## config.mk

```make
export PLATFORM = sky130hd
export DESIGN_NAME = seg_scan_sched_flat
export DESIGN_NICKNAME = d
export VERILOG_FILES = /design/src/rtl/seg_pkg.sv /design/src/rtl/seg_scan_sched_if.sv /design/src/rtl/seg_hex_enc.sv /design/src/rtl/seg_scan_sched.sv /design/src/flat_wrapper.sv
export SDC_FILE = /design/constraint.sdc
export NUM_CORES = 1
export LEC_CHECK = 0
export CORE_MARGIN = 2
export CORE_UTILIZATION = 25
export DETAILED_ROUTE_END_ITERATION = 12
export PLACE_DENSITY = 0.41
export SLEW_MARGIN = 10
export SYNTH_ARGS = -nofsm -noshare
export SYNTH_HDL_FRONTEND = slang
export SYNTH_HIERARCHICAL = 1
export SYNTH_SLANG_ARGS = --single-unit
```

## constraint.sdc

```tcl
create_clock -name sys_clk -period 7 [get_ports sys_clk]
set_clock_uncertainty 0.15 [all_clocks]
set_input_delay 1.4 -clock sys_clk [delete_from_list [all_inputs] [get_ports sys_clk]]
set_output_delay 1.4 -clock sys_clk [all_outputs]
set_load 0.02 [all_outputs]
```

## src/rtl/seg_pkg.sv

```systemverilog
// seg_pkg: shared types, constants and the leading-zero helper for the digit-scan scheduler.
// Latency: n/a (declarations only).
// Backpressure: n/a.
package seg_pkg;

    localparam int         NUM_DIG   = 6;
    localparam logic [7:0] SEG_BLANK = 8'hFF;

    // Common-anode, active-low patterns for hex digits 0..F; bit 7 (dp) is off.
    localparam logic [7:0] HEX_SEG [16] = '{
        8'hC0, 8'hF9, 8'hA4, 8'hB0, 8'h99, 8'h92, 8'h82, 8'hF8,
        8'h80, 8'h90, 8'h88, 8'h83, 8'hC6, 8'hA1, 8'h86, 8'h8E
    };

    typedef enum logic [1:0] {LOAD, WAIT, DWELL} state_t;

    // One display image: six nibbles, per-digit points, blanking and enable.
    typedef struct packed {
        logic [4*NUM_DIG-1:0] data;
        logic [NUM_DIG-1:0]   point;
        logic                 blank_lz;
        logic                 en;
    } img_t;

    // Bit i set when digit i sits in the leading run of zero nibbles without a point.
    // The run is walked from the leftmost digit down; digit 0 is never part of it.
    function automatic logic [NUM_DIG-1:0] lz_blank_mask(
        input logic [4*NUM_DIG-1:0] data,
        input logic [NUM_DIG-1:0]   point
    );
        logic               run;
        logic [NUM_DIG-1:0] mask;
        run  = 1'b1;
        mask = '0;
        for (int i = NUM_DIG - 1; i >= 1; i--) begin
            run     = run && (data[4*i +: 4] == 4'h0) && !point[i];
            mask[i] = run;
        end
        return mask;
    endfunction

endpackage

```

## src/rtl/seg_scan_sched_if.sv

```systemverilog
// seg_scan_sched_if: image-update and frame handshake bundle of the digit-scan scheduler.
// Latency: n/a (wires only).
// Backpressure: upd_valid/upd_ready for images, frame_valid/frame_ready for frames.
// Ports: upd_* carry a new image in; sel/seg/frame_valid carry a frame out; frame_ready back.
// master = the scheduler, slave = image source plus shift controller.
interface seg_scan_sched_if;
    logic        upd_valid;
    logic        upd_ready;
    logic [23:0] upd_data;
    logic [5:0]  upd_point;
    logic        upd_blank_lz;
    logic        upd_en;
    logic [5:0]  sel;
    logic [7:0]  seg;
    logic        frame_valid;
    logic        frame_ready;

    modport master (
        input  upd_valid, upd_data, upd_point, upd_blank_lz, upd_en, frame_ready,
        output upd_ready, sel, seg, frame_valid
    );

    modport slave (
        output upd_valid, upd_data, upd_point, upd_blank_lz, upd_en, frame_ready,
        input  upd_ready, sel, seg, frame_valid
    );
endinterface

```

## src/rtl/seg_hex_enc.sv

```systemverilog
// seg_hex_enc: one hex nibble plus dp/blank flags to an active-low 8-segment pattern.
// Latency: combinational.
// Backpressure: none.
// Ports: nib (digit value), dp (light the point), blank (all segments off) -> seg.
module seg_hex_enc
    import seg_pkg::*;
(
    input  logic [3:0] nib,
    input  logic       dp,
    input  logic       blank,
    output logic [7:0] seg
);

    always_comb begin
        seg = HEX_SEG[nib];
        if (dp) begin
            seg[7] = 1'b0;
        end
        if (blank) begin
            seg = SEG_BLANK;
        end
    end

endmodule

```

## src/rtl/seg_scan_sched.sv

```systemverilog
// seg_scan_sched: walks six digits of a double-buffered image, one sel/seg frame per digit.
// Latency: frame registered one cycle after LOAD; digit period DWELL_CYC+2 with frame_ready high.
// Backpressure: frame_ready low stretches WAIT indefinitely; upd_ready low while a new image is pending.
// Ports: sys_clk, sys_rst (sync, active-high); bus = master side of seg_scan_sched_if.
module seg_scan_sched
    import seg_pkg::*;
#(
    parameter int DWELL_CYC = 50000
) (
    input  logic              sys_clk,
    input  logic              sys_rst,
    seg_scan_sched_if.master  bus
);

    localparam int            CW       = (DWELL_CYC > 1) ? $clog2(DWELL_CYC) : 1;
    localparam logic [CW-1:0] CNT_LAST = CW'(DWELL_CYC - 1);
    localparam logic [2:0]    IDX_LAST = 3'(NUM_DIG - 1);

    state_t               state;
    state_t               state_nxt;
    logic [2:0]           idx;
    logic [CW-1:0]        cnt;

    img_t                 act_img;
    img_t                 shd_img;
    logic                 shd_full;

    logic                 upd_fire;
    logic                 load_frame;
    logic                 frame_fire;
    logic                 dwell_done;
    logic                 wrap;

    logic [NUM_DIG-1:0]   lz_mask;
    logic [3:0]           dig_nib;
    logic                 dig_dp;
    logic                 dig_blank;
    logic [7:0]           dig_seg;

    logic [5:0]           sel_q;
    logic [7:0]           seg_q;
    logic                 fv_q;

    // ---------------- FSM: state register ----------------
    always_ff @(posedge sys_clk) begin
        if (sys_rst) begin
            state <= LOAD;
        end else begin
            state <= state_nxt;
        end
    end

    // ---------------- FSM: next state ----------------
    always_comb begin
        state_nxt = state;
        case (state)
            LOAD:    state_nxt = WAIT;
            WAIT:    if (bus.frame_ready) state_nxt = DWELL;
            DWELL:   if (cnt == CNT_LAST) state_nxt = LOAD;
            default: state_nxt = LOAD;
        endcase
    end

    // ---------------- FSM: per-state strobes ----------------
    always_comb begin
        load_frame = (state == LOAD);
        frame_fire = (state == WAIT) && bus.frame_ready;
        dwell_done = (state == DWELL) && (cnt == CNT_LAST);
        wrap       = dwell_done && (idx == IDX_LAST);
    end

    // ---------------- Dwell counter and digit index ----------------
    always_ff @(posedge sys_clk) begin
        if (sys_rst) begin
            cnt <= '0;
            idx <= '0;
        end else begin
            if (frame_fire) begin
                cnt <= '0;
            end else if (state == DWELL && !dwell_done) begin
                cnt <= cnt + CW'(1);
            end
            if (dwell_done) begin
                idx <= wrap ? 3'd0 : idx + 3'd1;
            end
        end
    end

    // ---------------- Shadow / active image ----------------
    // upd_ready is !shd_full, so an accept and a commit can never hit the same edge;
    // an image accepted on the wrap edge lands in the just-emptied... no: it lands in
    // an already-empty shadow and waits for the following wrap.
    assign upd_fire      = bus.upd_valid && !shd_full;
    assign bus.upd_ready = !shd_full;

    always_ff @(posedge sys_clk) begin
        if (sys_rst) begin
            act_img  <= '0;
            shd_img  <= '0;
            shd_full <= 1'b0;
        end else begin
            if (upd_fire) begin
                shd_img  <= '{data:     bus.upd_data,
                              point:    bus.upd_point,
                              blank_lz: bus.upd_blank_lz,
                              en:       bus.upd_en};
                shd_full <= 1'b1;
            end else if (wrap && shd_full) begin
                act_img  <= shd_img;
                shd_full <= 1'b0;
            end
        end
    end

    // ---------------- Digit mux and encode ----------------
    assign lz_mask   = lz_blank_mask(act_img.data, act_img.point);
    assign dig_nib   = act_img.data[{idx, 2'b00} +: 4];
    assign dig_dp    = act_img.point[idx];
    assign dig_blank = act_img.blank_lz && lz_mask[idx];

    seg_hex_enc u_enc (
        .nib   (dig_nib),
        .dp    (dig_dp),
        .blank (dig_blank),
        .seg   (dig_seg)
    );

    // ---------------- Registered frame ----------------
    // A disabled image still produces frames on schedule, just with nothing selected.
    always_ff @(posedge sys_clk) begin
        if (sys_rst) begin
            sel_q <= '0;
            seg_q <= SEG_BLANK;
            fv_q  <= 1'b0;
        end else if (load_frame) begin
            sel_q <= act_img.en ? (6'b000001 << idx) : 6'b000000;
            seg_q <= act_img.en ? dig_seg : SEG_BLANK;
            fv_q  <= 1'b1;
        end else if (frame_fire) begin
            fv_q  <= 1'b0;
        end
    end

    assign bus.sel         = sel_q;
    assign bus.seg         = seg_q;
    assign bus.frame_valid = fv_q;

endmodule

```

## src/flat_wrapper.sv

```systemverilog
// flat-port wrapper written by rule: the top's interface ports become plain ports
module seg_scan_sched_flat import seg_pkg::*;
#(
    parameter int DWELL_CYC = 50000
)
  (sys_clk, sys_rst, bus_upd_valid, bus_upd_data, bus_upd_point, bus_upd_blank_lz, bus_upd_en, bus_frame_ready, bus_upd_ready, bus_sel, bus_seg, bus_frame_valid);
  seg_scan_sched_if bus_i ();
  input  logic sys_clk;
  input  logic sys_rst;
  input wire logic [$bits(bus_i.upd_valid)-1:0] bus_upd_valid;
  input wire logic [$bits(bus_i.upd_data)-1:0] bus_upd_data;
  input wire logic [$bits(bus_i.upd_point)-1:0] bus_upd_point;
  input wire logic [$bits(bus_i.upd_blank_lz)-1:0] bus_upd_blank_lz;
  input wire logic [$bits(bus_i.upd_en)-1:0] bus_upd_en;
  input wire logic [$bits(bus_i.frame_ready)-1:0] bus_frame_ready;
  output wire logic [$bits(bus_i.upd_ready)-1:0] bus_upd_ready;
  output wire logic [$bits(bus_i.sel)-1:0] bus_sel;
  output wire logic [$bits(bus_i.seg)-1:0] bus_seg;
  output wire logic [$bits(bus_i.frame_valid)-1:0] bus_frame_valid;
  assign bus_i.upd_valid = bus_upd_valid;
  assign bus_i.upd_data = bus_upd_data;
  assign bus_i.upd_point = bus_upd_point;
  assign bus_i.upd_blank_lz = bus_upd_blank_lz;
  assign bus_i.upd_en = bus_upd_en;
  assign bus_i.frame_ready = bus_frame_ready;
  assign bus_upd_ready = bus_i.upd_ready;
  assign bus_sel = bus_i.sel;
  assign bus_seg = bus_i.seg;
  assign bus_frame_valid = bus_i.frame_valid;
  seg_scan_sched #(.DWELL_CYC(DWELL_CYC)) u_core (.sys_clk(sys_clk), .sys_rst(sys_rst), .bus(bus_i));
endmodule
```

==> flow_summary.json, run 1 <==
{
  "status": "complete, no violations",
  "synth_area_mm2": 0.004773,
  "postCtsSetupRepairBufs": 0,
  "slew_viol_final": 0,
  "layout.nets": 641,
  "cellLeakagePower_nw": 1.897,
  "gp_congestion": 0.8045,
  "cts_buffer_depth": 2,
  "core_area_mm2": 0.01871,
  "min_period_ps": 3445,
  "h-tree-depth": 3,
  "fp.dieArea_mm2": 0.02022,
  "ir_drop_mv": 0.1169,
  "cp-end-kind": "flop",
  "ys_types": 53,
  "ys_warn_count": 6,
  "routed_wl_um": 12840,
  "crit_type": "flop to flop",
  "worst-path-max-fanout": 15,
  "p_total_mw": 1.183,
  "groute.usage.overall_pct": 13.37,
  "cts.sinks": 101,
  "first_pass_iters": 4,
  "power_frac_clock_pct": 43.9,
  "start_util_pct": 25.52,
  "dp_hpwl_um": 8682,
  "final_layout_size_suffix_gt1_share_pct": 5.695,
  "clk_root_buffer_cell": "clkbuf_16",
  "grt_pass1_wl_um": 21560,
  "switching_power_mw": 0.2839,
  "vias": 4157,
  "routedWlPerCell_um": 15.45,
  "tightest_slew_ps": 1054,
  "io_pins": 52,
  "slew_headroom_pct": 29.56,
  "synth_edf_count": 0,
  "synthCells": 574,
  "async_flop_share_pct": 0,
  "synth_seq_area_share_pct": 42.36,
  "yosys.area.top_type_share_pct": 42.36,
  "max_stage_delay_ps": 830,
  "io_buffers": 51,
  "grt_max_degree": 88,
  "synth_flop_cell": "dfxtp_1",
  "cp_common_cell": "inv_1",
  "worst-path-buf-inv": 2,
  "path_delay_family": "compound AO/OA/AOI/OAI gates",
  "setup_viol": 0,
  "path_clk_slew_ps": 70,
  "grt_remaining_overflow": 0,
  "tns_ps": 0,
  "die_w_um": 142.2,
  "ys_ff_latch": 101,
  "syn-num-nets": 623,
  "cts_resized": 0,
  "drv_cap": 0,
  "intPower_mw": 0.8992,
  "final_cell_mix": "dfxtp_1, nand2_1, a21oi_1, clkdlybuf4s50_1, nand4_1",
  "antennaDiodeCount": 0,
  "antenna_found_initial": 0,
  "swShare_pct": 24.00,
  "r2r_slack_ps": 3550,
  "drc": 0,
  "cp_slowest_cell": "dfxtp_1",
  "vias_per_cell": 5.002,
  "comb_power_share_pct": 5.8,
  "hp-class": "flop to flop",
  "clk_latency_ps": 360,
  "antenna_left": 0,
  "netlist_top_cells_area": "dfxtp_1, a21oi_1, nand2_1",
  "seq_power_share_pct": 50.3,
  "cts_hold_buf": 0,
  "cts_made_buffers": 9,
  "grt_pass1_vias": 4030,
  "final_common_cell": "dfxtp_1",
  "area_growth_pct": 19.71,
  "crit_chain": "mux2i_1, o21ai_0, inv_1, ha_1, inv_1, a2111oi_0, a31oi_1, nor3b_1, o21bai_1",
  "fmax_mhz": 290.2,
  "die_h_um": 142.2,
  "hold_violations": 0,
  "synth.avg_cell_area_um2": 8.316,
  "cts_tree": "yes",
  "crit_arrival_ps": 3530,
  "p_per_area_mw_per_mm2": 207.0,
  "yosys.area.top_type": "dfxtp_1",
  "post-route-period-util_pct": 49.22,
  "drt_iter0_drc": 304,
  "startpoint_type": "flop",
  "num_rows": 50,
  "rsz0062_at_grt": "no",
  "critical_path_required_ps": 7080
}
==> registers in the layout, indices dropped and copies added, names as in the netlist <==
register,flops
u_core/bus.seg,8
u_core/bus.frame_valid,1
u_core/act_img,32
u_core/bus.sel,6
u_core/shd_full,1
u_core/cnt,16
u_core/state,2
u_core/idx,3
u_core/shd_img,32
==> worst min-delay path, cell delays in order (launching register included) <==
cell	delay [ps]
dfxtp_1	310
nand2_1	50
a21oi_1	50
==> metal layers <==
metal  track usage [%]  routed length (um)  up-vias
met1             19.62                6655     1927
li1                  -                   -     2125
met3             3.297                 654        8
met4             4.263                 110        0
met5                 0                   0        -
met2             19.07                5423       97
==> Yosys cell counts, types with 2 or more instances <==
cell / n
dfxtp_1: 101
nand2_1: 94
a21oi_1: 74
nand4_1: 46
clkbuf_1: 35
o31ai_1: 32
nor2_1: 27
inv_1: 14
ha_1: 13
buf_2: 12
mux2i_1: 9
o21bai_1: 9
nor3b_1: 8
or4_1: 8
o211ai_1: 7
o21ai_0: 7
o21ai_1: 7
nand3_1: 6
a31oi_1: 5
mux4_2: 5
nor3_1: 5
a22oi_1: 3
nor4_1: 3
or3_1: 3
xor2_1: 3
a2111oi_0: 2
a211oi_1: 2
and2_1: 2
and3_1: 2
and4_1: 2
and4b_1: 2
buf_1: 2
buf_6: 2
nand2b_1: 2
nor2b_1: 2
==> metrics by stage <==
step	util (%)	std cells	hold slack [ps]	cell area, um^2	setup slack, ps
global route	30.55	831	334.6	5714	3027
detailed placement	28.90	815	297.2	5405	3494
finish	30.55	831	303.3	5714	3555
global placement	28.90	815	297.9	5405	3568
floorplan	-	574	286.7	4773	4203
CTS	30.52	831	309.9	5709	3509
==> kinds of logic after synthesis <==
group	count (synthesis)	synth area share [%]
mux	14	4.247
fa+ha+maj	13	3.408
xor+xnor	4	0.7341
buf+inv	66	5.898
compound gates	155	19.84
simple gates	221	23.51
flops	101	42.36
==> power groups by stage <==
stage / Combinational, mW / Clock [mW] / Sequential, mW
after detailed placement: 0.0694 / 0 / 0.609
after CTS: 0.0696 / 0.541 / 0.596
after floorplan: 0.0400 / 0 / 0.607
final: 0.0685 / 0.519 / 0.596
after global placement: 0.0691 / 0 / 0.609
after global routing: 0.0776 / 0.561 / 0.598
==> area by class of cell <==
| type | count | area, um^2 |
|---|---|---|
| clock buffers | 9 | 225.2 |
| multi-input cells | 407 | 2477 |
| well taps | 234 | 292.8 |
| fillers | 1984 | 12990 |
| inverters | 14 | 52.55 |
| clock inverters | 7 | 78.83 |
| flip-flops and latches | 101 | 2022 |
| repair buffers | 59 | 565.5 |
==> final timing paths <==
| path | start | to | cells after the start |
|---|---|---|---|
| max | u_core/idx[0]$_SDFFE_PP0P_ | u_core/bus.seg[3]$_SDFFE_PP1P_ | 9 |
| min | u_core/bus.sel[4]$_SDFFE_PP0P_ | u_core/bus.sel[4]$_SDFFE_PP0P_ | 2 |
| max reg2reg | u_core/idx[0]$_SDFFE_PP0P_ | u_core/bus.seg[3]$_SDFFE_PP1P_ | 9 |
| min reg2reg | u_core/bus.sel[4]$_SDFFE_PP0P_ | u_core/bus.sel[4]$_SDFFE_PP0P_ | 2 |
(Power assumes the default switching activity.)
==> inputs of run 2 (changes only) <==
Clock period 7 ns to 3.3 ns, I/O delays scaled along.
==> flow_summary.json, run 2 (synthesis gave the netlist of run 1 again) <==
{
  "start_util_pct": 25.52,
  "antenna_left": 0,
  "num_rows": 50,
  "layout.cells.non_filler": 838,
  "nFillCells": 1983,
  "slew_headroom_pct": 39.68,
  "largestRegisters": "u_core/act_img x32, u_core/shd_img x32, u_core/cnt x16",
  "cts_hold_buf": 0,
  "antenna_found_initial": 0,
  "tns_ps": 0,
  "critical_path_required_ps": 3380,
  "antennaDiodeCount": 0,
  "die_h_um": 142.2,
  "cts_tree": "yes",
  "post-route-period-util_pct": 89.05,
  "cts_made_buffers": 9,
  "io_pins": 52,
  "path_clk_slew_ps": 70,
  "crit_chain": "mux4_2, nand2_1, o21ai_0, ha_1, nor2b_1, a2111oi_0, a31oi_1, nor3b_1, o21bai_1",
  "dp_hpwl_um": 8923,
  "cp_slowest_cell": "dfxtp_1",
  "worst-path-buf-inv": 0,
  "rsz0062_at_grt": "no",
  "grt_pass1_vias": 4083,
  "slew_viol_final": 0,
  "crit_type": "flop to flop",
  "p_total_mw": 2.473,
  "max_stage_delay_ps": 620,
  "holdWs_ps": 302.8,
  "final_layout_size_suffix_gt1_share_pct": 6.623,
  "final_common_cell": "dfxtp_1",
  "tightest_slew_ps": 904.8,
  "cts.sinks": 101,
  "h-tree-depth": 3,
  "hold_violations": 0,
  "ir_drop_mv": 0.2480,
  "cp-end-kind": "flop",
  "vias_per_cell": 5.010,
  "min_period_ps": 2939,
  "dpl.cell_count": 822,
  "first_pass_iters": 4,
  "final_cell_mix": "dfxtp_1, nand2_1, a21oi_1, clkdlybuf4s50_1, nand4_1",
  "fmax_mhz": 340.3,
  "fp.dieArea_mm2": 0.02022,
  "drv_cap": 0,
  "routed_wl_um": 13210,
  "path_delay_family": "compound AO/OA/AOI/OAI gates",
  "core_area_mm2": 0.01871,
  "area_growth_pct": 20.55,
  "gp_congestion": 0.8677,
  "io_buffers": 51,
  "cellLeakagePower_nw": 1.932,
  "clk_latency_ps": 350,
  "grt_remaining_overflow": 0,
  "grt_max_degree": 87,
  "clk_root_buffer_cell": "clkbuf_16",
  "routedWlPerCell_um": 15.76,
  "p_per_area_mw_per_mm2": 429.7,
  "layout.nets": 648,
  "cts_buffer_depth": 2,
  "multi_input_area_mm2": 0.002472,
  "drc": 0,
  "regArea_mm2": 0.002022,
  "groute.usage.overall_pct": 13.64,
  "grt_pass1_wl_um": 22180,
  "hp-class": "flop to flop",
  "drt_iter0_drc": 264,
  "startpoint_type": "flop",
  "crit_arrival_ps": 3020,
  "setup_viol": 0,
  "vias": 4198,
  "worst-path-max-fanout": 10,
  "die_w_um": 142.2,
  "status": "complete, no violations"
}
-- run 2: cell types whose count changed in the layout (fill, tap and decap cells not counted), sizes merged --
cell,before,now
buf,9,16
bufinv,1,0
clkinvlp,2,0
inv,17,15
clkbuf,9,13
clkinv,1,2
-- run 2: what timing repair did --
item,CTS,global route
setup endpoints to repair,0,1
gates resized for setup,0,1
buffers inserted,0,0
-- run 2: final timing paths --
kind	startpoint	cells past startpoint	end	slack [ps]
worst max-delay path	u_core/idx[0]$_SDFFE_PP0P_	9	u_core/bus.seg[3]$_SDFFE_PP1P_	360
worst max register to register	u_core/idx[0]$_SDFFE_PP0P_	9	u_core/bus.seg[3]$_SDFFE_PP1P_	360
worst min-delay path	u_core/bus.sel[5]$_SDFFE_PP0P_	2	u_core/bus.sel[5]$_SDFFE_PP0P_	300
worst min register to register	u_core/bus.sel[5]$_SDFFE_PP0P_	2	u_core/bus.sel[5]$_SDFFE_PP0P_	300
-- run 2: final cells by class --
type	count	area share (%)
Clock buffer	13	4.697
Clock inverter	3	0.4566
Multi-Input combinational cell	407	42.97
Sequential cell	101	35.14
Inverter	14	0.9132
Tap cell	234	5.088
Timing Repair Buffer	66	10.74
-- run 2: metrics by stage --
step,utilization [%],worst slack (ps),area [um^2]
CTS,30.76,327.8,5754
detailed placement,29.18,338.3,5458
global route,30.76,34.12,5754
global placement,29.18,495.4,5458
floorplan,-,557.3,4773
finish,30.76,361.5,5754
-- run 2: tightest hold or removal path, cell delays in order, from the launching register on --
cell	delay (ps)
dfxtp_1	310
nand2_1	50
a21oi_1	50
-- run 2: power by group --
part	switching, mW	leakage (nW)	total [mW]	internal, mW
Clock	0.479	0.146	1.06	0.580
Combinational	0.0835	0.965	0.151	0.0673
Sequential	0.0171	0.820	1.26	1.25
-- run 2: per-layer routing --
metal  wire length, um  global-route usage (%)  vias up
met3               477                   2.860        4
met2              5608                   19.78       83
li1                  -                       -     2132
met5                 0                       0        -
met4                70                   3.316        0
met1              7051                   20.46     1979
==> inputs of run 3 (changes only) <==
Settings changed: CORE_MARGIN 2 to not set, CORE_UTILIZATION 25 to 45, PLACE_DENSITY 0.41 to 0.65.
==> flow_summary.json, run 3 (synthesis gave the netlist of run 1 again) <==
{
  "cts_hold_buf": 0,
  "post-route-period-util_pct": 88.33,
  "largestRegisters": "u_core/act_img x32, u_core/shd_img x32, u_core/cnt x16",
  "io_buffers": 51,
  "max_stage_delay_ps": 600,
  "fmax_mhz": 343.1,
  "clk_latency_ps": 360,
  "final_cell_mix": "dfxtp_1, nand2_1, a21oi_1, clkdlybuf4s50_1, nand4_1",
  "worst-path-max-fanout": 8,
  "path_clk_slew_ps": 90,
  "postCtsSetupRepairBufs": 0,
  "grt_pass1_wl_um": 19200,
  "postLayoutCellArea_mm2": 0.005513,
  "cp-end-kind": "flop",
  "tightest_slew_ps": 1095,
  "die_w_um": 105.0,
  "crit_chain": "mux2i_1, o21ai_0, inv_1, ha_1, nor2b_1, a2111oi_0, a21oi_1, nor3b_1, o21bai_1",
  "cts_tree": "yes",
  "status": "complete, no violations",
  "slew_headroom_pct": 26.25,
  "antennaDiodeCount": 0,
  "grt_remaining_overflow": 0,
  "antenna_found_initial": 0,
  "dpl.cell_count": 722,
  "routedWlPerCell_um": 15.20,
  "cp_slowest_cell": "dfxtp_1",
  "drv_cap": 0,
  "hp-class": "flop to flop",
  "hold_violations": 0,
  "antenna_left": 0,
  "final_layout_size_suffix_gt1_share_pct": 5.980,
  "h-tree-depth": 3,
  "nFillCells": 984,
  "crit_type": "flop to flop",
  "crit_arrival_ps": 3020,
  "gp_congestion": 0.9255,
  "rsz0062_at_grt": "no",
  "holdWs_ps": 305.3,
  "first_pass_iters": 5,
  "slew_viol_final": 0,
  "ir_drop_mv": 0.2120,
  "worst-path-buf-inv": 1,
  "vias": 4250,
  "tns_ps": 0,
  "cts_made_buffers": 9,
  "vias_per_cell": 5.759,
  "layout.nets": 646,
  "cellLeakagePower_nw": 1.873,
  "clk_root_buffer_cell": "clkbuf_8",
  "startpoint_type": "flop",
  "io_pins": 52,
  "cts_buffer_depth": 2,
  "groute.usage.overall_pct": 21.57,
  "grt_pass1_vias": 3878,
  "p_per_area_mw_per_mm2": 398.1,
  "final_common_cell": "dfxtp_1",
  "layout.cells.non_filler": 738,
  "area_growth_pct": 15.49,
  "drt_iter0_drc": 205,
  "path_delay_family": "compound AO/OA/AOI/OAI gates",
  "setup_viol": 0,
  "num_rows": 37,
  "fp.dieArea_mm2": 0.01102,
  "core_area_mm2": 0.01032,
  "drc": 0,
  "die_h_um": 105.0,
  "cts.sinks": 101,
  "start_util_pct": 46.24,
  "routed_wl_um": 11220,
  "grt_max_degree": 86,
  "cts_resized": 0,
  "critical_path_required_ps": 3400,
  "dp_hpwl_um": 7603,
  "utilization_pct": 53.40,
  "min_period_ps": 2915,
  "place_area_mm2": 0.005320
}
## run 3: worst paths after layout
check	slack, ps	depth (start not counted)	end	start
worst max-delay path	390	9	u_core/bus.seg[0]$_SDFFE_PP1P_	u_core/idx[0]$_SDFFE_PP0P_
worst min-delay path	310	2	u_core/bus.sel[4]$_SDFFE_PP0P_	u_core/bus.sel[4]$_SDFFE_PP0P_
worst max register to register	390	9	u_core/bus.seg[0]$_SDFFE_PP1P_	u_core/idx[0]$_SDFFE_PP0P_
worst min register to register	310	2	u_core/bus.sel[4]$_SDFFE_PP0P_	u_core/bus.sel[4]$_SDFFE_PP0P_
## run 3: per-layer routing
metal / GRT usage (%) / share of wire, % / vias to the layer above
li1: - / - / 2126
met1: 29.89 / 49 / 2003
met2: 33.49 / 46 / 113
met3: 4.055 / 4.1 / 8
met4: 7.545 / 1.3 / 0
met5: 0 / 0 / -
## run 3: final cells by class
cell class                      count  area [um^2]  share of cell area [%]
Multi-Input combinational cell    407         2472                   44.85
Sequential cell                   101         2022                   36.68
Timing Repair Buffer               64        603.1                   10.94
Tap cell                          136        170.2                   3.087
Clock buffer                       13        148.9                   2.701
Inverter                           14        52.55                  0.9532
Clock inverter                      3        43.79                  0.7944
## run 3: where the power goes
group	switching, mW	leakage, nW	internal, mW
clock network	0.413	0.0980	0.375
logic	0.0781	0.956	0.0660
registers	0.0176	0.820	1.24
total	0.509	1.87	1.69
## run 3: worst min-delay path: cells and delay by family, from the launching register on
family / cells / cell delay, ps
DFF: 1 / 320
and+or+nand+nor: 1 / 50
AOI/OAI and AO/OA: 1 / 50
## run 3: metrics by stage
step | total power, mW | setup WS, ps
2_1_floorplan | 1.372 | 557.3
3_3_place_gp | 1.433 | 558.9
3_5_place_dp | 1.436 | 434.5
4_1_cts | 2.224 | 416.2
5_1_grt | 2.297 | 61.68
6_report | 2.195 | 385.0
